<file path="src/rtl/format_decode_stage_if.sv">
// format_decode_stage_if: bundle-in/decoded-out bus of format_decode_stage; master drives bundle/enable/stall, slave drives ready and decoded lanes
interface format_decode_stage_if #(
  parameter int lanes = 2,
  parameter int addressWidth = 64,
  parameter int instructionWidth = 32,
  parameter int PidSize = 20,
  parameter int TidSize = 16,
  parameter int instructionCounterWidth = 64,
  parameter int formatWidth = 4,
  parameter int statWidth = 32
);
  logic                                 enable_i;
  logic                                 stall_i;
  logic [lanes-1:0]                     instructionValid_i;
  logic [lanes*instructionWidth-1:0]    instruction_i;
  logic [addressWidth-1:0]              instructionAddress_i;
  logic [PidSize-1:0]                   instructionPid_i;
  logic [TidSize-1:0]                   instructionTid_i;
  logic [instructionCounterWidth-1:0]   instructionMajId_i;
  logic                                 ready_o;
  logic [lanes-1:0]                     valid_o;
  logic [lanes*instructionWidth-1:0]    instruction_o;
  logic [lanes*formatWidth-1:0]         format_o;
  logic [lanes*addressWidth-1:0]        address_o;
  logic [lanes*instructionCounterWidth-1:0] majId_o;
  logic [PidSize-1:0]                   pid_o;
  logic [TidSize-1:0]                   tid_o;
  logic                                 illegal_o;
  logic [2:0]                           illegalLane_o;
  logic [statWidth-1:0]                 decodedCount_o;
  modport master (
    output enable_i, stall_i, instructionValid_i, instruction_i, instructionAddress_i,
           instructionPid_i, instructionTid_i, instructionMajId_i,
    input  ready_o, valid_o, instruction_o, format_o, address_o, majId_o, pid_o, tid_o,
           illegal_o, illegalLane_o, decodedCount_o
  );
  modport slave (
    input  enable_i, stall_i, instructionValid_i, instruction_i, instructionAddress_i,
           instructionPid_i, instructionTid_i, instructionMajId_i,
    output ready_o, valid_o, instruction_o, format_o, address_o, majId_o, pid_o, tid_o,
           illegal_o, illegalLane_o, decodedCount_o
  );
endinterface

</file>
<file path="src/rtl/format_decode_stage.sv">
// format_decode_stage: per-lane primary-opcode format decode with stall hold, illegal-lane kill and delivered-lane count; ports clock_i, reset_n_i (async low), bus (slave modport)
module format_decode_stage #(
  parameter int lanes = 2,
  parameter int addressWidth = 64,
  parameter int instructionWidth = 32,
  parameter int PidSize = 20,
  parameter int TidSize = 16,
  parameter int instructionCounterWidth = 64,
  parameter int opcodeSize = 6,
  parameter int formatWidth = 4,
  parameter int statWidth = 32
) (
  input logic clock_i,
  input logic reset_n_i,
  format_decode_stage_if.slave bus
);
  localparam int IW = instructionWidth;
  localparam int AW = addressWidth;
  localparam int CW = instructionCounterWidth;
  localparam int FW = formatWidth;
  logic [lanes-1:0]      valid_q, valid_d;
  logic [lanes*IW-1:0]   instr_q;
  logic [lanes*FW-1:0]   fmt_q, fmt_d;
  logic [lanes*AW-1:0]   addr_q, addr_d;
  logic [lanes*CW-1:0]   majid_q, majid_d;
  logic [PidSize-1:0]    pid_q;
  logic [TidSize-1:0]    tid_q;
  logic                  illegal_q, illegal_d;
  logic [2:0]            ill_lane_q, ill_lane_d;
  logic [statWidth-1:0]  count_q, add_d;
  logic                  run;
  logic [5:0]            op;
  logic                  ready, accept;
  function automatic logic [3:0] fmt_of(input logic [5:0] o);
    case (o) inside
      6'd18: return 4'd1;
      6'd16: return 4'd2;
      6'd19: return 4'd3;
      6'd17: return 4'd4;
      6'd2, 6'd3, 6'd7, 6'd8, [6'd10:6'd15], [6'd24:6'd29], [6'd32:6'd55]: return 4'd5;
      6'd57, 6'd58, 6'd61, 6'd62: return 4'd6;
      6'd56: return 4'd7;
      6'd31: return 4'd8;
      6'd4: return 4'd9;
      6'd20, 6'd21, 6'd23: return 4'd10;
      6'd30: return 4'd11;
      6'd59: return 4'd12;
      6'd63: return 4'd13;
      6'd60: return 4'd14;
      default: return 4'd0;
    endcase
  endfunction
  assign ready  = !(|valid_q) || !bus.stall_i;
  assign accept = bus.enable_i && ready && bus.instructionValid_i[0];
  always_comb begin
    run = 1'b1;
    op = '0;
    valid_d = '0;
    fmt_d = '0;
    addr_d = '0;
    majid_d = '0;
    illegal_d = 1'b0;
    ill_lane_d = '0;
    add_d = '0;
    for (int k = 0; k < lanes; k++) begin
      op = 6'(bus.instruction_i[k*IW + IW - opcodeSize +: opcodeSize]);
      fmt_d[k*FW +: FW] = FW'(fmt_of(op));
      addr_d[k*AW +: AW] = bus.instructionAddress_i + AW'(4 * k);
      majid_d[k*CW +: CW] = bus.instructionMajId_i + CW'(k);
      run = run & bus.instructionValid_i[k];
      valid_d[k] = run & !illegal_d;
      if (valid_d[k] && fmt_d[k*FW +: FW] == '0) begin
        illegal_d = 1'b1;
        ill_lane_d = 3'(k);
      end
      add_d = add_d + statWidth'(valid_d[k]);
    end
  end
  always_ff @(posedge clock_i or negedge reset_n_i)
    if (!reset_n_i) begin
      valid_q <= '0;
      instr_q <= '0;
      fmt_q <= '0;
      addr_q <= '0;
      majid_q <= '0;
      pid_q <= '0;
      tid_q <= '0;
      illegal_q <= 1'b0;
      ill_lane_q <= '0;
      count_q <= '0;
    end else if (accept) begin
      valid_q <= valid_d;
      instr_q <= bus.instruction_i;
      fmt_q <= fmt_d;
      addr_q <= addr_d;
      majid_q <= majid_d;
      pid_q <= bus.instructionPid_i;
      tid_q <= bus.instructionTid_i;
      illegal_q <= illegal_d;
      ill_lane_q <= ill_lane_d;
      count_q <= count_q + add_d;
    end else if (ready) begin
      valid_q <= '0;
    end
  assign bus.ready_o = ready;
  assign bus.valid_o = valid_q;
  assign bus.instruction_o = instr_q;
  assign bus.format_o = fmt_q;
  assign bus.address_o = addr_q;
  assign bus.majId_o = majid_q;
  assign bus.pid_o = pid_q;
  assign bus.tid_o = tid_q;
  assign bus.illegal_o = illegal_q;
  assign bus.illegalLane_o = ill_lane_q;
  assign bus.decodedCount_o = count_q;
endmodule

</file>
<file path="src/flat_wrapper.sv">
// flat-port wrapper written by rule: the top's interface ports become plain ports
module format_decode_stage_flat 
#(
  parameter int lanes = 2,
  parameter int addressWidth = 64,
  parameter int instructionWidth = 32,
  parameter int PidSize = 20,
  parameter int TidSize = 16,
  parameter int instructionCounterWidth = 64,
  parameter int opcodeSize = 6,
  parameter int formatWidth = 4,
  parameter int statWidth = 32
)
  (clock_i, reset_n_i, bus_enable_i, bus_stall_i, bus_instructionValid_i, bus_instruction_i, bus_instructionAddress_i, bus_instructionPid_i, bus_instructionTid_i, bus_instructionMajId_i, bus_ready_o, bus_valid_o, bus_instruction_o, bus_format_o, bus_address_o, bus_majId_o, bus_pid_o, bus_tid_o, bus_illegal_o, bus_illegalLane_o, bus_decodedCount_o);
  format_decode_stage_if #(.lanes(lanes), .addressWidth(addressWidth), .instructionWidth(instructionWidth), .PidSize(PidSize), .TidSize(TidSize), .instructionCounterWidth(instructionCounterWidth), .formatWidth(formatWidth), .statWidth(statWidth)) bus_i ();
  input logic clock_i;
  input logic reset_n_i;
  input wire logic [$bits(bus_i.enable_i)-1:0] bus_enable_i;
  input wire logic [$bits(bus_i.stall_i)-1:0] bus_stall_i;
  input wire logic [$bits(bus_i.instructionValid_i)-1:0] bus_instructionValid_i;
  input wire logic [$bits(bus_i.instruction_i)-1:0] bus_instruction_i;
  input wire logic [$bits(bus_i.instructionAddress_i)-1:0] bus_instructionAddress_i;
  input wire logic [$bits(bus_i.instructionPid_i)-1:0] bus_instructionPid_i;
  input wire logic [$bits(bus_i.instructionTid_i)-1:0] bus_instructionTid_i;
  input wire logic [$bits(bus_i.instructionMajId_i)-1:0] bus_instructionMajId_i;
  output wire logic [$bits(bus_i.ready_o)-1:0] bus_ready_o;
  output wire logic [$bits(bus_i.valid_o)-1:0] bus_valid_o;
  output wire logic [$bits(bus_i.instruction_o)-1:0] bus_instruction_o;
  output wire logic [$bits(bus_i.format_o)-1:0] bus_format_o;
  output wire logic [$bits(bus_i.address_o)-1:0] bus_address_o;
  output wire logic [$bits(bus_i.majId_o)-1:0] bus_majId_o;
  output wire logic [$bits(bus_i.pid_o)-1:0] bus_pid_o;
  output wire logic [$bits(bus_i.tid_o)-1:0] bus_tid_o;
  output wire logic [$bits(bus_i.illegal_o)-1:0] bus_illegal_o;
  output wire logic [$bits(bus_i.illegalLane_o)-1:0] bus_illegalLane_o;
  output wire logic [$bits(bus_i.decodedCount_o)-1:0] bus_decodedCount_o;
  assign bus_i.enable_i = bus_enable_i;
  assign bus_i.stall_i = bus_stall_i;
  assign bus_i.instructionValid_i = bus_instructionValid_i;
  assign bus_i.instruction_i = bus_instruction_i;
  assign bus_i.instructionAddress_i = bus_instructionAddress_i;
  assign bus_i.instructionPid_i = bus_instructionPid_i;
  assign bus_i.instructionTid_i = bus_instructionTid_i;
  assign bus_i.instructionMajId_i = bus_instructionMajId_i;
  assign bus_ready_o = bus_i.ready_o;
  assign bus_valid_o = bus_i.valid_o;
  assign bus_instruction_o = bus_i.instruction_o;
  assign bus_format_o = bus_i.format_o;
  assign bus_address_o = bus_i.address_o;
  assign bus_majId_o = bus_i.majId_o;
  assign bus_pid_o = bus_i.pid_o;
  assign bus_tid_o = bus_i.tid_o;
  assign bus_illegal_o = bus_i.illegal_o;
  assign bus_illegalLane_o = bus_i.illegalLane_o;
  assign bus_decodedCount_o = bus_i.decodedCount_o;
  format_decode_stage #(.lanes(lanes), .addressWidth(addressWidth), .instructionWidth(instructionWidth), .PidSize(PidSize), .TidSize(TidSize), .instructionCounterWidth(instructionCounterWidth), .opcodeSize(opcodeSize), .formatWidth(formatWidth), .statWidth(statWidth)) u_core (.clock_i(clock_i), .reset_n_i(reset_n_i), .bus(bus_i));
endmodule
</file>
<file path="config.mk">
export PLATFORM = sky130hd
export DESIGN_NAME = format_decode_stage_flat
export DESIGN_NICKNAME = d
export VERILOG_FILES = /design/src/rtl/format_decode_stage_if.sv /design/src/rtl/format_decode_stage.sv /design/src/flat_wrapper.sv
export SDC_FILE = /design/constraint.sdc
export NUM_CORES = 1
export LEC_CHECK = 0
export ABC_AREA = 1
export CORE_AREA = 2 2 246 248
export CTS_BUF_LIST = sky130_fd_sc_hd__clkbuf_4 sky130_fd_sc_hd__clkbuf_8
export DETAILED_ROUTE_END_ITERATION = 8
export DIE_AREA = 0 0 248 250
export HOLD_SLACK_MARGIN = 0.03
export PLACE_DENSITY_LB_ADDON = 0.15
export SYNTH_ARGS = -nofsm -noshare
export SYNTH_HDL_FRONTEND = slang
export SYNTH_SLANG_ARGS = --single-unit
</file>
<file path="constraint.sdc">
create_clock -name clock_i -period 2.4 [get_ports clock_i]
set_input_delay 0.36 -clock clock_i [delete_from_list [all_inputs] [get_ports clock_i]]
set_output_delay 0.36 -clock clock_i [all_outputs]
set_load 0.05 [all_outputs]
</file>
**After elaboration in Yosys (flattened, before gate mapping)**

Index checks and enable logic that the tools add are counted.

- Register bits: 402
- Logic and storage cells: 129
- Output and inout bits: 403
- Bits of input ports: 234

- Multiplexer cells: 33
- Reductions and logical operators: 24
- Bitwise operators: 2
- Order comparisons: 12
- Eq/ne operators: 44
- $add $sub $neg: 4

Operators by type and width:

| kind | number |
|---|---|
| $mux 4 | 28 |
| $eq 6x5->1 const B | 18 |
| $eq 6x6->1 const B | 16 |
| $add 64x1->64 const B | 1 |
| $add 64x3->64 const B | 1 |
| $add 32x32->32 | 1 |
| $eq 6x2->1 const B | 4 |
| $eq 6x3->1 const B | 4 |
| $reduce_or 7->1 | 2 |
| $eq 6x4->1 const B | 2 |
| $ge 6x4->1 const B | 2 |
| $ge 6x5->1 const B | 2 |
| $ge 6x6->1 const B | 2 |
| $le 6x4->1 const B | 2 |
| $le 6x5->1 const B | 2 |
| $le 6x6->1 const B | 2 |
| $logic_and 1x1->1 | 10 |
| $logic_not 4->1 | 2 |
| $reduce_or 4->1 | 2 |
| $reduce_or 3->1 | 2 |
| $mux 2 | 2 |
| $logic_not 1->1 | 3 |
| $mux 1 | 3 |
| $add 1x1->2 | 1 |
| other kinds (4) | 5 |

**Depth between registers and ports, before layout**

- Word-level depth: 22
- Mapped depth: 22
- Mapped depth without buffers: 22

**Worst setup path after synthesis**

OpenSTA, ideal clock, no wires.

- Kind: input -> register
- Start point: input port bus_instruction_i[31]
- End point: register u_core.count_q[20], in the netlist u_core.bus.decodedCount_o[20]
- Path buffers: 0
- Setup slack: -0.463 ns
- Library setup time: 0.123 ns
- Data arrival time: 2.741 ns
- Cell stages on the path: 20
- Required time: 2.277 ns
- Cell sequence: inv_1 > nand2_1 > inv_1 > nand2_1 > nand2_1 > nor2_1 > nand2_1 > nor2_1 > a31oi_1 > ha_1 > ha_1 > inv_1 > fa_1 > inv_1 > nand3b_2 > nor2_2 > nand3b_2 > nor2_1 > nand2_1 > xor2_1

- Cells in the longest elaborated chain, start to end: 22
- Elaborated cells between the ends (all ways): 55
- Those cells by class: 2 x add/sub; 6 x order compare; 22 x eq/ne; 15 x mux; 1 x bitwise; 9 x reduce/logical

Ends and longest elaborated chain:

| element | line | RTL |
|---|---|---|
| start: declaration | flat_wrapper.sv:21 | `input wire logic [$bits(bus_i.instruction_i)-1:0] bus_instruction_i;` |
| $eq 6x6->1 | format_decode_stage.sv:67 | `fmt_d[k*FW +: FW] = FW'(fmt_of(op));` |
| $mux 4 (13 in series) | format_decode_stage.sv:35 | `case (o) inside` |
| $mux 4 (*) | format_decode_stage.sv:35 |  |
| $logic_not 4->1 (*) | format_decode_stage.sv:72 | `if (valid_d[k] && fmt_d[k*FW +: FW] == '0) begin` |
| $logic_and 1x1->1 (*) | format_decode_stage.sv:72 |  |
| $mux 1 (*) | format_decode_stage.sv:72 |  |
| $logic_not 1->1 (*) | format_decode_stage.sv:71 | `valid_d[k] = run & !illegal_d;` |
| $and 1x1->1 (*) | format_decode_stage.sv:71 |  |
| $add 1x1->2 (*) | format_decode_stage.sv:76 | `add_d = add_d + statWidth'(valid_d[k]);` |
| $add 32x32->32 (*) | format_decode_stage.sv:101 | `count_q <= count_q + add_d;` |
| end signal: assignment | format_decode_stage.sv:101 |  |
| end: declaration | format_decode_stage.sv:30 | `logic [statWidth-1:0] count_q, add_d;` |

Mark *: on every way between the ends. The rest lies on a longest branch, timed or not.
A chain may end at the register's enable or synchronous reset.

**Final worst setup path**

- Start point: input port bus_instruction_i[26]
- End point: register u_core.count_q[30], in the netlist u_core.bus.decodedCount_o[30]

The elaborated chain is that of the path after synthesis.

==> results.cfg <==
[timing]
fin_ws_ps = -34.8
setup_viol = 3
finClkSkew_ps = 28.5
fin_crit_sh = 1.01
worst_slew_pin_slew_ps = 664
period_minus_slack_ps = 2430
fmax_mhz = 411
finalHoldViolations = 0
relSlewSlack = 0.556
setup_tns_ps = -51.6
drv_slew = 0
rsz0062_at_grt = true

[setup_path]
reg2reg_from = u_core.bus.decodedCount_o[0]
worstPathArrival_ps = 2970
end_kind = flip-flop
regToRegSetupSlack_ps = 380
crit_type = input pin to flip-flop
startpoint_type = input pin
required_ps = 2930
r2r_end = u_core.bus.decodedCount_o[30]
r2r_cells = 11
crit_fanout = 4

[logic_synthesis]
synth_ff_type = dfrtp_1
ys_warn_count = 0
synth_area_leaders = dfrtp_1, nand2_1, nor2_1
synthArstFlopShare = 1.00
syn_avg_cell_area_sq_um = 7.58
synth_seq_cells = 398
synth_edf_count = 0
seq_area_frac_synth = 0.506
synth_top_area_share = 0.506
synth_top_area_cell = dfrtp_1
syn_inst = 2596
synth_cell_types = 43
synth_area_sq_um = 19700

[grt]
globalRouteTotalUtil = 0.277
grt_pass1_wl_mm = 130
gr-total-overflow = 0
grt_pass1_vias = 21214
antenna_found_initial = 6
grt_max_degree = 90

[floorplan]
rows = 90
io_pins = 637
start_util = 0.330
dieArea_sq_um = 62000
core_sq_um = 59600
die_h_um = 250
die_w_um = 248

[final_layout]
layout_common_cells = nand2_1, clkdlybuf4s50_1, dfrtp_1, buf_4, nor2_1
drive_above_1_share = 0.155
area_delta_synth_final_pct = 58.2
nets = 3784
final_area_sq_um = 31100
layout.cells.non_filler = 4384
fillers = 5722
final_common_cell = nand2_1

[place]
place_ws_ps = -1250
numPortBuffers = 634
place.gp.congestion = 0.982
dp_cells = 4244
dpl.hpwl_mm = 69.9
dpl_cell_area_sq_um = 29400

[clock_tree]
cts_sinks = 398
numCtsBuffers = 74
cts.path.max_buffers = 3
cts-htree-levels = 3
path_clk_slew_ps = 60
tritoncts = yes
clk-insertion-delay-late_ps = 660
ctsRootBufferMaster = clkbuf_8

[flow_run]
drv_cap = 0

[worst_hold_path]
min_from = bus_instruction_i[30]
holdPathEnd = u_core.bus.instruction_o[30]
min_delay_path_depth = 4
hp-class = input pin to flip-flop

[drt]
viasPerCell = 4.78
ant_nets = 0
detail_route.iter0.violations = 1400
drc_errors = 0
vias = 20936
dr.pass1.iters = 5
routedWlPerCell_um = 19.8
routed_wl_mm = 86.7

[pwr]
irDropWorstVdd_v = 0.000575
p_leak_nw = 15.0
pwr_density_cell_nw_per_um2 = 829

[status]
violations = setup timing
outcome = complete, but fails checks
-- state kept, by name, indices dropped and copies added (netlist names) --
register,count
u_core.bus.illegalLane_o,1
u_core.bus.majId_o,128
u_core.bus.format_o,8
u_core.bus.illegal_o,1
u_core.bus.pid_o,20
u_core.bus.valid_o,2
u_core.bus.instruction_o,64
u_core.bus.address_o,126
u_core.bus.decodedCount_o,32
u_core.bus.tid_o,16
-- worst max-delay path: stages --
cell      delay [ps]
buf_6            100
buf_12           130
nand2_8           80
nor2_2            50
nand2_1           60
nand3_2           80
nor2_2           110
nand2_1           60
nor2_2           130
a31oi_1          100
ha_2             340
ha_4             130
inv_2             40
fa_2             360
inv_2             90
nand3b_4          90
nor2_4           160
nand3b_4         120
inv_4            110
nand2_4           60
o21ai_2          140
nand2_1           60
-- synthesized netlist by cell type, drive strengths merged, types with 2 or more instances --
master,n
nand2,1171
dfrtp,398
nor2,240
inv,172
o21ai,117
nand3,112
nor3,80
xor2,78
clkbuf,63
nand4,54
xnor2,36
buf,24
a21oi,9
or2,6
a31oi,5
ha,5
nand3b,4
nor4,4
nor3b,3
o211ai,3
o21a,2
o31ai,2
-- area by class of cell --
class	instances	area, sq um	area share
Sequential cell	398	9960	0.320
Timing Repair Buffer	958	9020	0.290
Multi-Input combinational cell	1940	8970	0.288
Clock buffer	115	1400	0.0450
Tap cell	782	978	0.0314
Inverter	172	676	0.0217
Clock inverter	13	108	0.00346
Antenna cell	6	15.0	0.000482
-- cells by family (layout without fill, tap and decap cells) --
kind of cell / Yosys count / after routing / synth area share
AND/OR/NAND/NOR: 1675 / 1675 / 0.349
flip-flops: 398 / 398 / 0.506
buffers and inverters: 259 / 1258 / 0.0514
AO/OA/AOI/OAI: 143 / 143 / 0.0384
XOR/XNOR: 114 / 114 / 0.0507
adder cells (fa/ha/maj): 6 / 6 / 0.00420
other: 1 / 8 / 0.000191
-- metal layers --
layer | GRT usage | share of wire | vias to the layer above
met4 | 0.0857 | 0.025 | 0
met2 | 0.457 | 0.48 | 790
met1 | 0.365 | 0.43 | 9995
li1 | - | - | 10042
met3 | 0.0551 | 0.074 | 109
met5 | 0 | 0 | -
-- how the worst max path moves through the flow --
stage | startpoint | to | depth (start not counted)
after floorplan | bus_instruction_i[26] | u_core.bus.decodedCount_o[20] | 20
after global placement | bus_instruction_i[27] | u_core.bus.decodedCount_o[30] | 20
after detailed placement | bus_instruction_i[27] | u_core.bus.decodedCount_o[20] | 19
after CTS | u_core.bus.decodedCount_o[23] | bus_decodedCount_o[23] | 1
after global routing | bus_instruction_i[26] | u_core.bus.decodedCount_o[30] | 21
final | bus_instruction_i[26] | u_core.bus.decodedCount_o[30] | 22
-- per-stage QoR --
step | total power (W) | hold slack, ps | util
detailed placement | 0.0191 | 312 | 0.493
finish | 0.0258 | 73.2 | 0.523
CTS | 0.0260 | 70.1 | 0.520
global route | 0.0269 | 65.3 | 0.523
global placement | 0.0191 | 305 | 0.493
floorplan | 0.0146 | 64.4 | -
-- repair_timing --
| action | 4_1_cts | 5_1_grt |
|---|---|---|
| hold endpoints to repair | 145 | 0 |
| hold buffers | 1 | 0 |
| pin swaps | 15 | 29 |
| setup buffers | 4 | 1 |
| setup endpoints to repair | 37 | 27 |
| resized for setup | 43 | 47 |
-- power by group --
group,switching [W],internal [W]
sequential,0.000924,0.00794
clock,0.00300,0.00382
combinational,0.00687,0.00328
No activity file was read; power rests on OpenSTA's default activity.
